`config.mk`:
```
export PLATFORM = sky130hd
export DESIGN_NAME = hs_ram_arbiter_flat
export DESIGN_NICKNAME = d
export VERILOG_FILES = /design/src/rtl/hs_ram_arbiter_if.sv /design/src/rtl/hs_ram_arbiter.sv /design/src/flat_wrapper.sv
export SDC_FILE = /design/constraint.sdc
export NUM_CORES = 1
export LEC_CHECK = 0
export BUFFER_PORTS_ARGS = -buffer_cell sky130_fd_sc_hd__buf_2
export CAP_MARGIN = 20
export CORE_ASPECT_RATIO = 1.25
export CORE_MARGIN = 1.5
export CORE_UTILIZATION = 35
export CTS_CLUSTER_SIZE = 8
export DETAILED_ROUTE_END_ITERATION = 8
export GPL_TIMING_DRIVEN = 0
export MAX_ROUTING_LAYER = met4
export PLACE_DENSITY_LB_ADDON = 0.05
export SYNTH_ARGS = -nofsm -noshare
export SYNTH_HDL_FRONTEND = slang
export SYNTH_SLANG_ARGS = --single-unit
```
`constraint.sdc`:
```
create_clock -name clk_sys -period 3.2 [get_ports clk_sys]
set_clock_uncertainty 0.2 [all_clocks]
set_input_delay 0.16 -clock clk_sys [delete_from_list [all_inputs] [get_ports clk_sys]]
set_output_delay 0.16 -clock clk_sys [all_outputs]
set_load 0.03 [all_outputs]
```
`src/rtl/hs_ram_arbiter_if.sv`:
```
// ---------------------------------------------------------------------------
// hs_ram_arbiter_if
//
// Purpose: bundles every bus signal around the work-RAM arbiter. This covers
// the CPU side, the hiscore side, the pause handshake and the shared RAM port.
//
// Modports:
//   slave  - the arbiter's view. It receives the cpu_*/hs_* requests,
//            cpu_halted and ram_dout. It drives cpu_dout, hs_ready, hs_dout,
//            hs_error, pause_req, ram_addr, ram_din and ram_we.
//   master - the surrounding system's view, with the opposite directions.
//
// Signals:
//   cpu_addr/cpu_din/cpu_we : CPU RAM request
//   cpu_dout                : RAM read data returned to the CPU
//   hs_addr/hs_din/hs_we    : hiscore RAM request
//   hs_access               : hiscore wants the port (level)
//   hs_ready                : hiscore currently owns the port
//   hs_dout                 : registered hiscore read data
//   hs_error                : one-cycle pulse when the halt wait times out
//   pause_req/cpu_halted    : pause handshake with the core
//   ram_addr/ram_din/ram_we : shared RAM port
//   ram_dout                : shared RAM read data (1-cycle synchronous read)
// ---------------------------------------------------------------------------
interface hs_ram_arbiter_if #(
    parameter int AW = 11,
    parameter int DW = 8
);
    logic [AW-1:0] cpu_addr;
    logic [DW-1:0] cpu_din;
    logic          cpu_we;
    logic [DW-1:0] cpu_dout;
    logic [AW-1:0] hs_addr;
    logic [DW-1:0] hs_din;
    logic          hs_we;
    logic          hs_access;
    logic          hs_ready;
    logic [DW-1:0] hs_dout;
    logic          hs_error;
    logic          pause_req;
    logic          cpu_halted;
    logic [AW-1:0] ram_addr;
    logic [DW-1:0] ram_din;
    logic          ram_we;
    logic [DW-1:0] ram_dout;

    modport slave (
        input  cpu_addr, cpu_din, cpu_we, hs_addr, hs_din, hs_we, hs_access,
               cpu_halted, ram_dout,
        output cpu_dout, hs_ready, hs_dout, hs_error, pause_req,
               ram_addr, ram_din, ram_we
    );

    modport master (
        output cpu_addr, cpu_din, cpu_we, hs_addr, hs_din, hs_we, hs_access,
               cpu_halted, ram_dout,
        input  cpu_dout, hs_ready, hs_dout, hs_error, pause_req,
               ram_addr, ram_din, ram_we
    );
endinterface

```
`src/rtl/hs_ram_arbiter.sv`:
```
// ---------------------------------------------------------------------------
// hs_ram_arbiter
//
// Purpose: shares the game core's work-RAM port between the CPU and the
// hiscore save/restore engine. When the hiscore side asks for the port, the
// arbiter pauses the CPU and waits for the halt acknowledge. It then lets the
// bus settle and hands the port over. After the hiscore side lets go, it holds
// the pause for a short release window before giving the port back to the CPU.
//
// Ports:
//   clk_sys : sole clock
//   reset   : synchronous, active-high
//   bus     : hs_ram_arbiter_if.slave, which carries the CPU, hiscore, pause
//             and RAM signals
//
// Parameters:
//   AW, DW  : RAM address / data width
//   SETTLE  : cycles between the halt acknowledge and the grant (>= 1)
//   RELEASE : cycles the pause is held after the hiscore side finishes (>= 1)
//   TIMEOUT : cycles to wait for cpu_halted before the request is aborted
// ---------------------------------------------------------------------------
module hs_ram_arbiter #(
    parameter int AW      = 11,
    parameter int DW      = 8,
    parameter int SETTLE  = 4,
    parameter int RELEASE = 2,
    parameter int TIMEOUT = 1023
) (
    input  logic            clk_sys,
    input  logic            reset,
    hs_ram_arbiter_if.slave bus
);

    // One counter serves the settle wait, the release wait and the halt
    // timeout. It is sized for the largest of the three.
    localparam int CMAX_SR = (SETTLE > RELEASE) ? SETTLE : RELEASE;
    localparam int CMAX    = (TIMEOUT > CMAX_SR) ? TIMEOUT : CMAX_SR;
    localparam int CW      = $clog2(CMAX + 1);

    localparam logic [CW-1:0] SETTLE_LAST  = CW'(SETTLE - 1);
    localparam logic [CW-1:0] RELEASE_LAST = CW'(RELEASE - 1);
    localparam logic [CW-1:0] TIMEOUT_CNT  = CW'(TIMEOUT);
    localparam logic [CW-1:0] CNT_SAT      = {CW{1'b1}};

    typedef enum logic [2:0] {
        ST_CPU,
        ST_DRAIN,
        ST_SETTLE,
        ST_HS,
        ST_REL
    } state_t;

    state_t        r_state;
    state_t        w_nextState;
    logic [CW-1:0] r_cnt;
    logic [CW-1:0] w_cnt;
    logic [CW-1:0] w_cntInc;
    logic          r_owner;
    logic          w_owner;
    logic          r_pauseReq;
    logic          w_pauseReq;
    logic          r_hsReady;
    logic          w_hsReady;
    logic          r_hsError;
    logic          w_hsError;
    logic [DW-1:0] r_hsDout;
    logic          w_ramWe;
    logic [AW-1:0] w_ramAddr;
    logic [DW-1:0] w_ramDin;

    // The counter saturates instead of wrapping. A long wait therefore can
    // never alias back onto a short terminal count.
    assign w_cntInc = (r_cnt == CNT_SAT) ? r_cnt : r_cnt + CW'(1);

    // Next-state and next-output logic. Every registered output is
    // recomputed here, so the register block below only has to copy the
    // values. hs_error defaults low, which makes it a single-cycle pulse.
    always_comb begin
        w_nextState = r_state;
        w_cnt       = w_cntInc;
        w_owner     = r_owner;
        w_pauseReq  = r_pauseReq;
        w_hsReady   = r_hsReady;
        w_hsError   = 1'b0;

        case (r_state)
            ST_CPU: begin
                w_cnt      = '0;
                w_owner    = 1'b0;
                w_pauseReq = 1'b0;
                w_hsReady  = 1'b0;
                if (bus.hs_access) begin
                    w_nextState = ST_DRAIN;
                    w_pauseReq  = 1'b1;
                end
            end

            ST_DRAIN: begin
                if (bus.cpu_halted) begin
                    w_nextState = ST_SETTLE;
                    w_cnt       = '0;
                end else if (!bus.hs_access) begin
                    w_nextState = ST_REL;
                    w_cnt       = '0;
                end else if (r_cnt == TIMEOUT_CNT) begin
                    w_nextState = ST_CPU;
                    w_cnt       = '0;
                    w_pauseReq  = 1'b0;
                    w_hsError   = 1'b1;
                end
            end

            ST_SETTLE: begin
                if (!bus.hs_access) begin
                    w_nextState = ST_REL;
                    w_cnt       = '0;
                end else if (r_cnt == SETTLE_LAST) begin
                    w_nextState = ST_HS;
                    w_cnt       = '0;
                    w_owner     = 1'b1;
                    w_hsReady   = 1'b1;
                end
            end

            ST_HS: begin
                // cpu_halted is deliberately ignored here. Once granted,
                // the hiscore side keeps the port until it lets go.
                w_cnt = '0;
                if (!bus.hs_access) begin
                    w_nextState = ST_REL;
                    w_owner     = 1'b0;
                    w_hsReady   = 1'b0;
                end
            end

            ST_REL: begin
                // A request that re-appears here is not latched. The arbiter
                // always passes through CPU for at least one cycle, so the
                // CPU gets a cycle between grants.
                if (r_cnt == RELEASE_LAST) begin
                    w_nextState = ST_CPU;
                    w_cnt       = '0;
                    w_pauseReq  = 1'b0;
                end
            end

            default: begin
                w_nextState = ST_CPU;
                w_cnt       = '0;
                w_owner     = 1'b0;
                w_pauseReq  = 1'b0;
                w_hsReady   = 1'b0;
            end
        endcase
    end

    // State and output registers. The hiscore read data register samples the
    // RAM every cycle while the hiscore side owns the port. A read therefore
    // appears two edges after its address: one edge for the RAM, one for here.
    always_ff @(posedge clk_sys) begin
        if (reset) begin
            r_state    <= ST_CPU;
            r_cnt      <= '0;
            r_owner    <= 1'b0;
            r_pauseReq <= 1'b0;
            r_hsReady  <= 1'b0;
            r_hsError  <= 1'b0;
            r_hsDout   <= '0;
        end else begin
            r_state    <= w_nextState;
            r_cnt      <= w_cnt;
            r_owner    <= w_owner;
            r_pauseReq <= w_pauseReq;
            r_hsReady  <= w_hsReady;
            r_hsError  <= w_hsError;
            if (r_state == ST_HS) begin
                r_hsDout <= bus.ram_dout;
            end
        end
    end

    // Write-enable gating. The SETTLE and REL windows keep the RAM quiet
    // while ownership is changing hands. Outside those windows the
    // registered owner picks the source. In DRAIN the CPU still writes freely.
    always_comb begin
        w_ramWe = bus.cpu_we;
        if ((r_state == ST_SETTLE) || (r_state == ST_REL)) begin
            w_ramWe = 1'b0;
        end else if (r_owner) begin
            w_ramWe = bus.hs_we & bus.hs_access;
        end
    end

    assign w_ramAddr = r_owner ? bus.hs_addr : bus.cpu_addr;
    assign w_ramDin  = r_owner ? bus.hs_din  : bus.cpu_din;

    assign bus.ram_addr  = w_ramAddr;
    assign bus.ram_din   = w_ramDin;
    assign bus.ram_we    = w_ramWe;
    assign bus.cpu_dout  = bus.ram_dout;
    assign bus.hs_dout   = r_hsDout;
    assign bus.hs_ready  = r_hsReady;
    assign bus.hs_error  = r_hsError;
    assign bus.pause_req = r_pauseReq;

endmodule

```
`src/flat_wrapper.sv`:
```
// flat-port wrapper written by rule: the top's interface ports become plain ports
module hs_ram_arbiter_flat 
#(
    parameter int AW      = 11,
    parameter int DW      = 8,
    parameter int SETTLE  = 4,
    parameter int RELEASE = 2,
    parameter int TIMEOUT = 1023
)
  (clk_sys, reset, bus_cpu_addr, bus_cpu_din, bus_cpu_we, bus_hs_addr, bus_hs_din, bus_hs_we, bus_hs_access, bus_cpu_halted, bus_ram_dout, bus_cpu_dout, bus_hs_ready, bus_hs_dout, bus_hs_error, bus_pause_req, bus_ram_addr, bus_ram_din, bus_ram_we);
  hs_ram_arbiter_if #(.AW(AW), .DW(DW)) bus_i ();
  input  logic clk_sys;
  input  logic reset;
  input wire logic [$bits(bus_i.cpu_addr)-1:0] bus_cpu_addr;
  input wire logic [$bits(bus_i.cpu_din)-1:0] bus_cpu_din;
  input wire logic [$bits(bus_i.cpu_we)-1:0] bus_cpu_we;
  input wire logic [$bits(bus_i.hs_addr)-1:0] bus_hs_addr;
  input wire logic [$bits(bus_i.hs_din)-1:0] bus_hs_din;
  input wire logic [$bits(bus_i.hs_we)-1:0] bus_hs_we;
  input wire logic [$bits(bus_i.hs_access)-1:0] bus_hs_access;
  input wire logic [$bits(bus_i.cpu_halted)-1:0] bus_cpu_halted;
  input wire logic [$bits(bus_i.ram_dout)-1:0] bus_ram_dout;
  output wire logic [$bits(bus_i.cpu_dout)-1:0] bus_cpu_dout;
  output wire logic [$bits(bus_i.hs_ready)-1:0] bus_hs_ready;
  output wire logic [$bits(bus_i.hs_dout)-1:0] bus_hs_dout;
  output wire logic [$bits(bus_i.hs_error)-1:0] bus_hs_error;
  output wire logic [$bits(bus_i.pause_req)-1:0] bus_pause_req;
  output wire logic [$bits(bus_i.ram_addr)-1:0] bus_ram_addr;
  output wire logic [$bits(bus_i.ram_din)-1:0] bus_ram_din;
  output wire logic [$bits(bus_i.ram_we)-1:0] bus_ram_we;
  assign bus_i.cpu_addr = bus_cpu_addr;
  assign bus_i.cpu_din = bus_cpu_din;
  assign bus_i.cpu_we = bus_cpu_we;
  assign bus_i.hs_addr = bus_hs_addr;
  assign bus_i.hs_din = bus_hs_din;
  assign bus_i.hs_we = bus_hs_we;
  assign bus_i.hs_access = bus_hs_access;
  assign bus_i.cpu_halted = bus_cpu_halted;
  assign bus_i.ram_dout = bus_ram_dout;
  assign bus_cpu_dout = bus_i.cpu_dout;
  assign bus_hs_ready = bus_i.hs_ready;
  assign bus_hs_dout = bus_i.hs_dout;
  assign bus_hs_error = bus_i.hs_error;
  assign bus_pause_req = bus_i.pause_req;
  assign bus_ram_addr = bus_i.ram_addr;
  assign bus_ram_din = bus_i.ram_din;
  assign bus_ram_we = bus_i.ram_we;
  hs_ram_arbiter #(.AW(AW), .DW(DW), .SETTLE(SETTLE), .RELEASE(RELEASE), .TIMEOUT(TIMEOUT)) u_core (.clk_sys(clk_sys), .reset(reset), .bus(bus_i));
endmodule
```
Yosys cells after proc, flatten, opt, wreduce, memory -nomap -nowiden
Cells that the tools add are included.

operators by class
  bitwise logic cells = 5
  multipliers = 0
  order comparisons = 0
  shift-type cells = 0
  equal/unequal tests = 17
  reductions and logical operators = 8
  muxes and demuxes = 32
  $add $sub $neg = 1
  div/mod/pow operators = 0

operators by type and width
  cell                     count
  $mux W10                 7
  $pmux W10 S3             1
  $mux W3                  8
  $pmux W3 S5              1
  $mux W1                  11
  $mux W11                 1
  $add A10 B1 Y10 const B  1
  $eq A10 B1 Y1 const B    1
  $eq A10 B10 Y1 const B   1
  $eq A10 B2 Y1 const B    1
  $ne A2 B2 Y1 const B     5
  $reduce_and A5 Y1        2
  $mux W8                  1
  $eq A3 B2 Y1 const B     2
  $ne A2 B1 Y1 const B     3
  $ne A4 B3 Y1 const B     1
  $not A1 Y1               4
  $pmux W1 S4              1
  $reduce_and A4 Y1        1
  $reduce_or A2 Y1         2
  $reduce_or A4 Y1         1
  $eq A3 B1 Y1 const B     1
  $eq A3 B3 Y1 const B     1
  $logic_not A3 Y1         1
  other kinds (4)          4

storage, ports and cells
  input port bits = 52
  word-level logic and storage cells = 69
  bits in read-only memories = 0
  latch bits = 0
  memory bits (writable) = 0
  memories = 0
  output and inout bits = 39
  flip-flop bits (word level) = 24

Logic depth before layout (Yosys ltp)
  depth in word-level cells = 6
  mapped depth = 9
  mapped depth without buffers = 7

Least setup slack after synthesis
Ideal clock, no wire load.

  path kind = reg2reg
  start point = register u_core.r_cnt[0]
  end point = register u_core.r_cnt[5]
  setup slack = 1.178 ns
  buffers on the path = 2
  arrival time = 1.705 ns
  period minus slack after synthesis = 2.022 ns
  cell stages (with the launch flop) = 9
  path through = dfxtp_1 > ha_1 > and3_1 > buf_2 > and3_1 > buf_6 > or3b_1 > xor2_1 > nor2_1

between the ends
  longest elaborated chain between the ends = 6

ends and longest elaborated chain
  item                                                      line                                         RTL
  start: declaration                                        hs_ram_arbiter.sv:55                         logic [CW-1:0] r_cnt;
  start signal: assignment                                  hs_ram_arbiter.sv:171                        r_cnt <= w_cnt;
  $add A10 B1 Y10 / $eq A10 B10 Y1 (equally long branches)  hs_ram_arbiter.sv:73, hs_ram_arbiter.sv:105
  $mux W10                                                  hs_ram_arbiter.sv:73                         assign w_cntInc = (r_cnt == CNT_SAT) ? r_cnt : r_cnt + CW'(1);
  $mux W10                                                  hs_ram_arbiter.sv:105                        end else if (r_cnt == TIMEOUT_CNT) begin
  $mux W10                                                  hs_ram_arbiter.sv:102                        end else if (!bus.hs_access) begin
  $mux W10                                                  hs_ram_arbiter.sv:99                         if (bus.cpu_halted) begin
  $pmux W10 S3 *                                            hs_ram_arbiter.sv:86                         case (r_state)

Mark *: on every way between the ends. The rest lies on a longest branch, timed or not.
A chain may end at the register's enable or synchronous reset.

Final worst setup path
  start point = register u_core.r_cnt[0]
  end point = register u_core.r_cnt[0]

Same word-level chain as after synthesis.

==> metrics.md <==
| Metric | Value |
|---|---|
| Worst-margin pin slew | `0.592 ns` |
| Initial Utilization | `36.0%` |
| Final Non-Filler Cells | `352` |
| Core Footprint | `0.00436 mm^2` |
| Worst-case clock buffer depth | `2` |
| Max FO, Critical Path | `8` |
| Register area share after synthesis | `30.6%` |
| Worst IR Drop VDD | `218 uV` |
| Initial DRC Count | `27` |
| Final wirelength | `4390 um` |
| PD cells | `341 mW/mm^2` |
| Synth area leaders | `dfxtp_1 (31%), mux2_2 (14%), nand2_1 (5.3%), nor2_1 (4.5%), a21oi_1 (4.5%)` |
| Routability cong. | `0.858` |
| Final Setup Violations | `0` |
| Synth warnings | `0` |
| Slew Limit Headroom | `60.1%` |
| CTS tree | `built` |
| Crit-path cells | `ha_1 -> and3_1 -> buf_2 -> and3_1 -> buf_6 -> inv_2 -> ha_1 -> a2bb2oi_1 -> nor2_1` |
| Final net count | `350` |
| Antenna-violating nets left | `0` |
| Hold_buf cts | `9` |
| Crit share post-route | `69.9%` |
| Register area | `480 um^2` |
| Status | `complete, no violations` |
| CTS clk-pin slew, worst paths | `0.09 ns` |
| # fillers | `433` |
| Clock sink total | `24` |
| Initial antenna violation count | `0` |
| Rows | `27` |
| Chip width | `62.9 um` |
| Syn_area_per_cell | `8.21 um^2` |
| Routed len/inst | `12.5 um` |
| Top-Level Pins | `91` |
| Placed Cells | `339` |
| HPWL Detailed | `3470 um` |
| Root Driver | `clkbuf_8` |
| Top_reg_cell synth | `dfxtp_1` |
| Die ar. | `0.00489 mm^2` |
| Buf/Inv on CP | `3` |
| Total grt overflow | `0` |
| Die Span Y | `77.8 um` |
| Setup TNS | `0 ns` |
| PostCTS Resize Cnt | `0` |
| Delay-heaviest family, CP | `adder cells` |
| Endpoint class of the critical path | `register` |
| Synth cell types | `48` |
| Slowest Stage Delay on Critical Path | `0.43 ns` |
| CP startpoint kind | `register` |
| First-pass GRT wire length | `7300 um` |
| Synth Register Bits | `24` |
| Post-Syn Instances | `191` |
| Multi-input gate area | `963 um^2` |
| Design area | `0.00225 mm^2` |
| Pin count of the biggest net entering global routing | `15` |
| Top-area cell type share of the netlist area | `30.6%` |
| MaxCap Viol Count | `0` |
| Worst setup path category | `register to register` |
| Worst Path Arrival | `2.18 ns` |
| Vias in the first global route | `1599` |
| Most common cell in the netlist | `dfxtp_1` |
| Post-synth top cells | `dfxtp_1 (24), nand2_1 (22), mux2_2 (19), nor2_1 (19), a21oi_1 (14)` |
| Vias per inst | `4.83` |
| Max Slew Vio Count | `0` |
| Power, Total | `767 uW` |
| I/O Buffers | `90` |
| Hold Path Class | `input pin to register` |
| Cell taking the most area after synthesis | `dfxtp_1` |
| Static Leak | `0.00102 uW` |
| H-tree depth | `1` |
| Post-DP Area | `0.00209 mm^2` |
| Endpoints failing hold | `0` |
| Fraction of registers with async set/reset | `0%` |
| Area growth syn-to-layout | `43.7%` |
| Fraction of final layout cells sized beyond drive strength 1 | `46.3%` |
| Vias | `1699` |
| ANT cells | `0` |
| Worst-Skew Late Latency | `0.27 ns` |
| Setup repair bufs after CTS | `0` |
| CP required | `3.14 ns` |
| Num CTS Buffers | `3` |
| Min Tclk post-route | `2.24 ns` |
| Total track usage | `18.7%` |
| Post-synth EDFFs | `0` |
| RSZ-0062 raised after global routing | `false` |
| DRT Pass-1 Iters | `4` |
| Fmax | `0.447 GHz` |
| Mapped Area | `0.00157 mm^2` |
| DRC Markers | `0` |
| Synthesized Nets | `246` |
| Worst path slowest cell | `dfxtp_1` |
==> worst paths after layout <==
kind	start	endpoint	slack, ns	cells after the start
max	u_core.r_cnt[0]	u_core.r_cnt[0]	0.96	9
min reg2reg	u_core.bus.hs_dout[6]	u_core.bus.hs_dout[6]	0.25	2
min	bus_cpu_halted	u_core.bus.hs_error	0.03	3
max reg2reg	u_core.r_cnt[0]	u_core.r_cnt[0]	0.96	9
==> cells in the final DEF (no fill, tap or decap), drive strengths merged, types with 2 or more instances in the layout <==
cell and instances:
clkbuf 6, a21o 2, a2bb2oi 2, a31oi 3
nor2b 2, nand2b 5, dfxtp 24, or3 3
or4 2, xor2 2, a21oi 15, and3 6
dlygate4sd3 9, a211oi 2, nor2 20, a211o 2
or2 2, buf 104, nor3 5, mux2 19
inv 5, ha 3, nand3 7, nand4 2
xnor2 3, nand2 22, o21ai 4
==> cell type report <==
class	count	area share, %
Timing Repair Buffer	99	24.0
Inverter	5	0.833
Sequential cell	24	21.3
Buffer	17	4.67
Tap cell	58	3.22
Clock buffer	3	1.83
Clock inverter	1	1.33
Multi-Input combinational cell	145	42.8
==> through the flow <==
step           utilization, %  worst slack, ns  hold WS, ns
2_1_floorplan               -             1.18       0.0289
3_3_place_gp             48.0            0.956        0.217
3_5_place_dp             48.0            0.959        0.220
4_1_cts                  51.7            0.941       0.0267
5_1_grt                  51.7            0.793       0.0608
6_report                 51.7            0.963       0.0308
==> worst reg2reg max path, delay by kind of cell (launching register included) <==
family | cells | cell delay, ns
buffers and inverters | 3 | 0.35
AOI/OAI and AO/OA | 1 | 0.16
adders and majority gates | 2 | 0.56
DFF | 1 | 0.43
and+or+nand+nor | 3 | 0.41
==> where the power goes <==
part | internal (uW) | total [uW] | leakage (uW) | switching (uW)
clock | 167 | 266 | 0.0000357 | 98.9
combinational | 84.1 | 190 | 0.000786 | 106
sequential | 304 | 310 | 0.000194 | 6.53
total | 555 | 767 | 0.00102 | 212
==> cell families (layout without fill, tap and decap cells) <==
kind of cell	count (synthesis)	count (layout)	synth area share, %
AND/OR/NAND/NOR	78	78	24.4
adder cells (fa/ha/maj)	3	3	2.39
buffers and inverters	22	125	7.90
AO/OA/AOI/OAI	40	40	18.2
multiplexers	19	19	13.6
XOR/XNOR	5	5	2.79
flip-flops	24	24	30.6
==> routing by layer <==
metal	share of wire, %	up-vias	global-route usage (%)
li1	-	873	-
met1	42	758	20.4
met2	50	61	33.6
met3	5.7	7	3.91
met4	1.6	0	5.78
met5	0	-	-
==> registers in the layout, summed over array words and instances (netlist names) <==
name and count:
u_core.bus.hs_error 1, u_core.bus.pause_req 1, u_core.bus.hs_ready 1, u_core.r_cnt 10, u_core.bus.hs_dout 8, u_core.r_state 3
Note: power is estimated with default switching activity, not from simulation.
